==> src/rtl/trig_arbiter.sv <==
// Round-robin arbiter sharing one combinational trig_table between two requesters.
// Two-stage pipeline: stage 1 drives the table angle, stage 2 registers the looked-up result.
module trig_arbiter #(
  parameter int VALUE_WIDTH = 32,
  parameter int ANGLE_WIDTH = 10
) (
  input  logic                          clk,
  input  logic                          rst_n,
  input  logic                          req0_valid,
  input  logic [ANGLE_WIDTH-1:0]        req0_angle,
  output logic                          req0_ready,
  input  logic                          req1_valid,
  input  logic [ANGLE_WIDTH-1:0]        req1_angle,
  output logic                          req1_ready,
  output logic [ANGLE_WIDTH-1:0]        trig_angle,
  input  logic signed [VALUE_WIDTH-1:0] trig_sin,
  input  logic signed [VALUE_WIDTH-1:0] trig_cos,
  output logic                          rsp_valid,
  output logic                          rsp_id,
  output logic signed [VALUE_WIDTH-1:0] rsp_sin,
  output logic signed [VALUE_WIDTH-1:0] rsp_cos,
  input  logic                          rsp_ready
);

  logic                   s1_valid;
  logic                   s1_id;
  logic                   last_grant;

  logic                   stall;
  logic                   can_accept;
  logic                   accept;
  logic                   grant_id;
  logic [ANGLE_WIDTH-1:0] grant_angle;

  // NOTE: every always_comb output gets a default first so no path leaves it unassigned (no latch).
  always_comb begin
    stall       = rsp_valid && !rsp_ready;
    // Readies are forced low while reset is asserted, not just after the first edge.
    can_accept  = rst_n && !(s1_valid && stall);

    grant_id    = 1'b0;
    if (req0_valid && req1_valid) begin
      grant_id = ~last_grant;
    end else if (req1_valid) begin
      grant_id = 1'b1;
    end

    accept      = can_accept && (req0_valid || req1_valid);
    grant_angle = grant_id ? req1_angle : req0_angle;
    req0_ready  = accept && !grant_id;
    req1_ready  = accept && grant_id;
  end

  // Stage 1: trig_angle only moves on an accepted transfer so the table output stays put on drain.
  // NOTE: sequential state uses non-blocking assignments so all registers update from pre-edge values.
  always_ff @(posedge clk or negedge rst_n) begin
    if (!rst_n) begin
      s1_valid   <= 1'b0;
      s1_id      <= 1'b0;
      trig_angle <= '0;
      last_grant <= 1'b1;
    end else if (accept) begin
      s1_valid   <= 1'b1;
      s1_id      <= grant_id;
      trig_angle <= grant_angle;
      last_grant <= grant_id;
    end else if (can_accept) begin
      s1_valid   <= 1'b0;
    end
  end

  // Stage 2: capture the table output for the angle held in stage 1.
  always_ff @(posedge clk or negedge rst_n) begin
    if (!rst_n) begin
      rsp_valid <= 1'b0;
      rsp_id    <= 1'b0;
      rsp_sin   <= '0;
      rsp_cos   <= '0;
    end else if (s1_valid && !stall) begin
      rsp_valid <= 1'b1;
      rsp_id    <= s1_id;
      rsp_sin   <= trig_sin;
      rsp_cos   <= trig_cos;
    end else if (rsp_valid && rsp_ready) begin
      rsp_valid <= 1'b0;
    end
  end

endmodule
==> config.mk <==
export PLATFORM = sky130hd
export DESIGN_NAME = trig_arbiter
export DESIGN_NICKNAME = d
export VERILOG_FILES = /design/src/rtl/trig_arbiter.sv
export SDC_FILE = /design/constraint.sdc
export NUM_CORES = 1
export LEC_CHECK = 0
export CAP_MARGIN = 20
export CORE_MARGIN = 2
export CORE_UTILIZATION = 30
export CTS_BUF_LIST = sky130_fd_sc_hd__clkbuf_8
export DETAILED_ROUTE_END_ITERATION = 6
export RECOVER_POWER = 25
export SKIP_LAST_GASP = 1
export SYNTH_ARGS = -nofsm -noshare
export SYNTH_HDL_FRONTEND = slang
export SYNTH_SLANG_ARGS = --single-unit
==> constraint.sdc <==
create_clock -name clk -period 2.7 [get_ports clk]
set_input_delay 0.675 -clock clk [delete_from_list [all_inputs] [get_ports clk]]
set_output_delay 0.675 -clock clk [all_outputs]
set_load 0.01 [all_outputs]
==> flow_summary_export.csv <==
group,metric,value,unit
yosys,syn_area,3130,µm²
global_routing,grt_first_pass_wirelength,11600,µm
yosys,syn_nets,275,
yosys,yosys_warnings,0,
worst_setup_path,worstPathMaxFanout,4,
clock_network,postCtsSetupBuffers,0,
drt,drtIter0Drc,51,
drt,drcViolationCount,0,
global_routing,antenna_found_initial,0,
cells_and_area,nets,452,
die,die-area,11300,µm²
place,io_buffers,166,
yosys,synth_top_area_share,62.4,%
timing,rsz0062_at_grt,"false",
job,drv_cap,0,
power,total_power,4.21,mW
cells_and_area,fin_area,5180,µm²
drt,via_per_inst,4.37,
timing,relSlewSlack,35.4,%
place,place_inst,487,
clock_network,clock_latency,0.34,ns
clock_network,clk_pin_slew_worst_paths,0.07,ns
worst_setup_path,cp_data_required_time,2.03,ns
die,die_h,106,µm
worst_setup_path,criticalPathCategory,"input port to output port",
clock_network,cts_root_buffer,"clkbuf_8",
power,leakage,2.14,nW
drt,wl_per_cell,14.6,µm
timing,hold_viol,0,
drt,first_pass_iters,4,
timing,worst_slew_pin_slew,0.969,ns
drt,drtAntennaViolNets,0,
yosys,yosys.area.top_type,"dfrtp_1",
global_routing,overflow,0,
timing,fmax,397,MHz
worst_hold_path,hp-class,"register to register",
place,place.gp.congestion,0.663,
die,die_x,106,µm
clock_network,cts_made_buffers,9,
cells_and_area,area_delta_synth_final,65.9,%
yosys,syn-mean-instance-area,16.8,µm²
die,core-area,10200,µm²
clock_network,htree_levels,3,
clock_network,numClockSinks,79,
timing,final_max_slew_viol_count,0,
place,placedInstanceArea,4980,µm²
cells_and_area,n_antenna_cell,0,
clock_network,clk_path_buf_depth,2,
timing,skew,0.00785,ns
yosys,ys_seq_area_share,63.3,%
die,io_pins,167,
cells_and_area,final_cells,503,
worst_setup_path,cp-start-kind,"input port",
drt,finalWirelength,7350,µm
power,power_density,812,nW/µm²
clock_network,cts_tree,"done",
timing,period_share,93.3,%
global_routing,grt_max_degree,81,
status,outcome,"complete, no violations",
worst_setup_path,cp-end-kind,"output port",
place,post-dp-hpwl,5340,µm
cells_and_area,drive_gt1_share,30.5,%
power,irDropWorstVdd,0.289,mV
global_routing,grt_pass1_vias,2331,
yosys,ys_types,18,
drt,vias,2198,
yosys,syn_inst,186,
timing,period_minus_slack,2.52,ns
die,std_cell_rows,37,
yosys,synth-seq-cells,79,
worst_setup_path,arrival,1.84,ns
timing,setup_viol_count_final,0,
yosys,ys_top_cells_by_area,"dfrtp_1 (62%), mux2_2 (28%), mux2_4 (3.8%)",
global_routing,grtUsageTotal,13.3,%
die,start_util,30.5,%
clock_network,hold_buffers,0,
clock_network,cts_resized,2,
==> layout by cell type (no fill, tap or decap) <==
master	n
dfrtp_1	78
nand2_2	1
buf_12	2
nand2_1	1
clkinv_4	1
inv_1	1
a31oi_1	1
a21boi_2	1
a21o_1	1
clkdlybuf4s50_1	163
mux2_2	77
o211ai_2	1
buf_4	5
a21bo_2	1
clkbuf_1	2
clkbuf_8	9
mux2_4	8
bufinv_16	2
dfstp_2	1
clkinvlp_4	2
dlygate4sd2_1	2
a41oi_1	1
clkbuf_4	1
nand2b_1	2
and3_1	1
nor2_1	1
nand3b_1	1
==> Yosys cell counts <==
cell type  instances
buf_6              1
buf_2              2
mux2_2            77
nand2b_1           2
a41oi_1            1
nor2_1             1
nand2_1            2
o211ai_2           1
nand3b_1           1
dfrtp_1           78
a31oi_1            1
and3_1             1
a21boi_2           1
dfstp_2            1
buf_4              6
a21o_1             1
mux2_4             8
a21bo_2            1
==> critical path: stages <==
cell and delay, ns:
clkdlybuf4s50_1 0.41, nand3b_1 0.23, and3_1 0.24, dlygate4sd2_1 0.28
==> path summary, 6_finish.rpt <==
check | from | to | slack (ns) | cells past startpoint
worst max-delay path | rsp_ready | req1_ready | 0.18 | 4
worst max register to register | last_grant | trig_angle[1] | 1.20 | 4
worst min register to register | rsp_cos[24] | rsp_cos[24] | 0.50 | 1
max in group asynchronous | rst_n | rsp_cos[27] | 0.47 | 3
min in group asynchronous | rst_n | trig_angle[7] | 0.76 | 2
worst min-delay path | rsp_cos[24] | rsp_cos[24] | 0.50 | 1
==> routing by layer <==
layer  GRT usage (%)  wire [µm]
met1            16.2       3100
met2            21.2       3510
met3            5.76        697
met4            4.51         48
met5               0          0
==> state kept, by name (all words and copies together), names as in the netlist <==
name and cells:
rsp_sin 32, rsp_cos 32, trig_angle 10, rsp_valid 1
s1_id 1, rsp_id 1, s1_valid 1, last_grant 1
==> layout make-up <==
cell class,instances,area [µm²]
fillers,939,5050
flip-flops and latches,79,1980
repair buffers,175,1740
multi-input cells,98,1080
well taps,136,170
clock buffers,9,124
clock inverters,6,87.6
==> cells by family after synthesis <==
kind of cell / share of synthesized area [%]
AO/OA/AOI/OAI: 1.80
multiplexers: 31.6
flip-flops: 63.3
AND/OR/NAND/NOR: 1.20
buffers and inverters: 2.12
==> metrics by stage <==
stage | util (%) | setup WS (ns) | setup TNS (ns) | hold slack (ns)
after CTS | 50.7 | 0.171 | 0 | 0.506
after floorplan | - | 0.699 | 0 | 0.379
final | 50.7 | 0.182 | 0 | 0.504
after global placement | 48.6 | -0.0625 | -0.0984 | 0.486
after detailed placement | 48.6 | -0.0729 | -0.126 | 0.486
after global routing | 50.7 | 0.105 | 0 | 0.524
==> report_power, final <==
part / switching (mW) / internal [mW] / leakage, nW
Sequential: 0.166 / 1.53 / 0.921
Clock: 0.426 / 0.514 / 0.103
Combinational: 0.540 / 1.03 / 1.12
Note: power is estimated with default switching activity, not from simulation.
==> RTL change 1 (same flow settings) <==
`VALUE_WIDTH`: 32 -> 28.
--- a/src/rtl/trig_arbiter.sv
+++ b/src/rtl/trig_arbiter.sv
@@ -2,5 +2,5 @@
 // Two-stage pipeline: stage 1 drives the table angle, stage 2 registers the looked-up result.
 module trig_arbiter #(
-  parameter int VALUE_WIDTH = 32,
+  parameter int VALUE_WIDTH = 28,
   parameter int ANGLE_WIDTH = 10
 ) (
Ports: changed (resized rsp_cos, rsp_sin, trig_cos and trig_sin); port bits go from 167 to 151. The function was not compared with the original's and may differ.
==> RTL change 1 against the original RTL <==
The flow now finishes with violations (capacitance limit, slew limit). Cell area fell by 9.0%. Die area is 7.5% lower. Setup slack got worse by 49 ps. First-iteration DRC count down 53%. Area after synthesis is 7.8% lower. Synthesized cell count down 9.7%. Total power fell by 9.7%. Sequential cell count down 8. Routed wire length is 11% lower. Critical path type unchanged. Largest cell class unchanged. Highest routed layer unchanged.
==> RTL change 1: results (changes against the original RTL) <==
Status
  – Status: finished, violations left
  – Failing checks: capacitance limit, slew limit

Yosys
  – Seq/Total Area, Yosys: 61.70% (-1.6 points)
  – Most instantiated cells after synthesis: 70 x dfrtp_1, 66 x mux2_2, 13 x mux2_4
  – Avg Inst Size Synth: 17.15 um2 (+2.1%)
  – Post-synth cell types: 15 (-3)
  – Top post-synthesis cells by area: dfrtp_1 61%, mux2_2 26%, mux2_4 6.8%, buf_6 2.0%, dfstp_2 0.91%
  – Syn Nets: 249 (-9.5%)

Place
  – RD Place Congestion: 0.7665 (+16%)
  – DP Worst Slack: -91.64 ps (-18.76 ps)
  – Post-Place Cells: 447 (-8.2%)
  – # port buffers: 150 (-9.6%)
  – Dpl hpwl: 4.645 mm (-13%)
  – Placed Instance Area: 0.004543 mm2 (-8.7%)

Global routing
  – Antenna violations before repair: 0 (unchanged)
  – Largest net degree at the start of global routing: 73 (-9.9%)
  – All-Layer GR Usage: 12.72% (-0.57 points)
  – Vias in the first global route: 2,120 (-9.1%)
  – First-pass GRT wire length: 10.17 mm (-12%)

Drt
  – Vias: 2,020 (-8.1%)
  – DR WL/cell: 14.07 um (-3.8%)
  – Number of DRC markers in iteration 0: 24 (-53%)

Worst setup path
  – Crit-path leading delay family: buffers and inverters
  – Worst Path Max Fanout: 4 (unchanged)
  – Crit Path Category: in -> out
  – Slowest cell delay on critical path: 390 ps (-20 ps)
  – Critical R2R Launch: rsp_valid

Clock network
  – CTS Buffer Depth: 2 (unchanged)
  – Post-CTS resize count: 3 (+1)
  – Htree depth: 3 (unchanged)
  – Clock slew at reported path FFs: 70 ps (about the same)
  – Root buffer cell: clkbuf_8
  – Post-CTS Setup Bufs: 0 (unchanged)

Cells and area
  – Nets: 410 (-9.3%)
  – # fillers: 838 (-11%)
  – Layout cells sized above 1: 32.34% (+1.8 points)
  – Fin cells: 463 (-8.0%)
  – Top Registers: rsp_cos (28), rsp_sin (28), trig_angle (10)

Min path
  – Hold/Removal Path Class: reg -> reg
  – Hold Crit Start: rsp_sin[4]

Pwr
  – Leak: 1.986 nW (-7.4%)
  – Max VDD drop: 0.4412 mV (+52%)

Timing
  – Worst slew pin tran: 1766 ps (+796.5 ps)
  – Final Slew Violations: 73 (+73)
  – Final Skew: 11.83 ps (+3.981 ps)

Run
  – Max-cap violation count: 1 (+1)
[RTL change 1: cell count changes in the layout (fill, tap and decap cells not counted), sizes merged, moves of 2 or more]
cell	change
mux2	-6
clkdlybuf4s50	-17
clkinv	+2
dfrtp	-8
inv	+2
clkinvlp	-2
[RTL change 1: cell families (layout without fill, tap and decap cells)]
group	after synthesis	after routing	share of synthesized area [%]
flops	71	71	61.70
compound gates	3	3	1.607
mux	79	79	32.57
simple gates	6	6	1.433
buf+inv	9	175	2.692
[RTL change 1: where the power goes]
group | switching [mW] | internal [mW]
combinational | 0.492 | 0.954
sequential | 0.154 | 1.38
clock | 0.377 | 0.441
[RTL change 1: final cells by class]
cell class                      instances  area (um2)  share of cell area (%)
Multi-Input combinational cell         88        1028                   21.79
Tap cell                              129       161.4                   3.420
Clock inverter                          6       52.55                   1.113
Clock buffer                           10       137.6                   2.916
Timing Repair Buffer                  158        1558                   33.01
Sequential cell                        71        1778                   37.67
Inverter                                1       3.754                 0.07953
[RTL change 1: worst paths after layout]
check                      slack [ps]             to  cells after the start
min in group asynchronous        1020  trig_angle[6]                      2
hold / removal                    510     rsp_sin[4]                      1
setup / recovery                  130     req0_ready                      5
setup reg to reg                 1200     rsp_cos[4]                      5
hold reg to reg                   510     rsp_sin[4]                      1
max in group asynchronous         620     rsp_cos[4]                      2
[RTL change 1: metal layers]
metal	global-route usage (%)	up-vias	share of wire (%)
li1	-	912	-
met1	15.13	989	42
met4	4.923	0	1.8
met5	0	-	0
met3	6.430	15	11
met2	19.74	104	45
==> RTL change 2 (config.mk and constraints unchanged) <==
Made on the original files. Make the reset (`rst_n`) synchronous in 2 clocked blocks.
--- a/src/rtl/trig_arbiter.sv
+++ b/src/rtl/trig_arbiter.sv
@@ -54,5 +54,5 @@
   // Stage 1: trig_angle only moves on an accepted transfer so the table output stays put on drain.
   // NOTE: sequential state uses non-blocking assignments so all registers update from pre-edge values.
-  always_ff @(posedge clk or negedge rst_n) begin
+  always_ff @(posedge clk) begin
     if (!rst_n) begin
       s1_valid   <= 1'b0;
@@ -71,5 +71,5 @@
 
   // Stage 2: capture the table output for the angle held in stage 1.
-  always_ff @(posedge clk or negedge rst_n) begin
+  always_ff @(posedge clk) begin
     if (!rst_n) begin
       rsp_valid <= 1'b0;
Behaviour: differs if rst_n is asserted again (counterexample within 4 cycles, from zero or initial values and one cycle with rst_n low); with rst_n held inactive, the same outputs for 10 cycles.
==> RTL change 2 against the original RTL <==
Hold slack got worse by 41 ps. Fmax increased by 0.13%. Sequential cell count unchanged. Area after synthesis grew 1.4%. Routed wire length increased by 38%. Count of clock-buffer cells in the layout is 3 higher. Cell area fell by 1.3%. Via count increased by 52%. Clock skew rose by 1.7 ps. Setup slack better by 3.2 ps.
Power is not compared: it rests on default switching activity, and its combinational part moved more than twofold at a synthesized area within 25%.
==> RTL change 2: results (changes against the original RTL) <==
Clock network
  – Clock slew at reported path FFs: about 80 ps
  – Post-CTS Setup Bufs: 0 (unchanged)
  – Clock insertion delay at the later pin of the skew report: between 300 and 400 ps
  – Root buffer cell: clkbuf_8
  – CTS Buffer Depth: 2 (unchanged)

Global routing
  – Met2 GRT Util: 27.21% (+6.1 points)
  – First-pass GRT wire length: 15.90 mm (+37%)
  – Vias in the first global route: 3,184 (+37%)
  – Largest net degree at the start of global routing: 78 (-3.7%)
  – GR Util met1: 22.48% (+6.3 points)
  – All-Layer GR Usage: 17.36% (+4.1 points)
  – M3 GR Usage: 6.201% (+0.44 points)

Cells and area
  – # fillers: 1,025 (+9.2%)
  – Top Registers: rsp_cos (32), rsp_sin (32), trig_angle (10)
  – Nets: 611 (+35%)
  – Layout cells sized above 1: 7.970% (-23 points)

Timing
  – Worst slew pin tran: 971.9 ps (+2.498 ps)
  – Final Skew: 9.568 ps (+1.721 ps)

Yosys
  – Most instantiated cells after synthesis: 79 x a21oi_1, 79 x dfxtp_1, 65 x nand3_1
  – Post-synth ARST share: 0% (-100 points)
  – Main synth FF type: dfxtp_1
  – Syn Nets: 465 (+69%)
  – Ys Warns: 0 (unchanged)
  – Top post-synthesis cells by area: dfxtp_1 50%, a21oi_1 12%, nand3_1 10%, o21ai_1 6.3%, a311oi_2 4.7%
  – Post-synth cell types: 23 (+5)
  – Seq/Total Area, Yosys: 49.90% (-13 points)

Floorplanning
  – Initial Util: 30.84% (+0.29 points)

Place
  – Dpl hpwl: 6.348 mm (+19%)
  – RD Place Congestion: 0.7882 (+19%)
  – # port buffers: 166 (unchanged)

Worst setup path
  – Slowest cell delay on critical path: 510 ps (+100 ps)
  – Crit-path leading delay family: buffers and inverters

Drt
  – DR WL met2: 4.566 mm (+30%)
  – Routed met3 length: 814 um (+17%)
  – M1 WL: 4.644 mm (+50%)
  – Initial DRT Pass Iterations: 6 (+2)
  – Vias: 3,332 (+52%)
  – Number of DRC markers in iteration 0: 155 (+200%)
  – DR WL/cell: 15.31 um (+4.7%)

Status
  – Status: completed
## RTL change 2: cell count changes in the layout (fill, tap and decap cells not counted), moves of 8 or more
cell / before / now
a21oi_1: 0 / 79
dfrtp_1: 78 / 0
dfxtp_1: 0 / 78
mux2_2: 77 / 0
nand3_1: 0 / 65
o21ai_1: 0 / 40
o21ai_0: 0 / 26
nand2_1: 1 / 20
a311oi_2: 0 / 10
mux2_4: 8 / 0
## RTL change 2: cell families after synthesis
logic type,synth area share [%]
AOI/OAI and AO/OA,29.02
and+or+nand+nor,14.33
DFF,49.90
buffers and inverters,6.751
## RTL change 2: timing repair
item,4_1_cts,5_1_grt
setup endpoints to repair,2,1
hold endpoints to repair,0,0
resized for setup,2,1
## RTL change 2: power by group
group          switching [mW]  total [mW]  internal [mW]
clock                   0.437       0.940          0.503
combinational           0.251       0.561          0.311
sequential             0.0368        1.28           1.24
## RTL change 2: worst paths after layout
kind                                 start  cells after the start  slack, ps       endpoint
worst max-delay path            req1_valid                      4        180     req1_ready
worst min-delay path                 s1_id                      2        460         rsp_id
worst max register to register   rsp_valid                      4        820  trig_angle[0]
worst min register to register       s1_id                      2        460         rsp_id
## RTL change 2: final cells by class
cell class	instances	area share [%]
Tap cell	136	3.325
Sequential cell	79	30.93
Clock inverter	4	1.027
Timing Repair Buffer	177	34.43
Inverter	2	0.1467
Multi-Input combinational cell	253	26.92
Clock buffer	12	3.227
## RTL change 2: metrics by stage
stage | area (um2) | worst slack (ps) | cells | TNS [ps]
floorplan | 3169 | 708.8 | 376 | 0
global placement | 4920 | -48.56 | 647 | -72.15
detailed placement | 4920 | -69.11 | 647 | -133.5
CTS | 5135 | -30.65 | 663 | -30.65
global route | 5117 | 173.3 | 663 | 0
finish | 5117 | 184.9 | 663 | 0
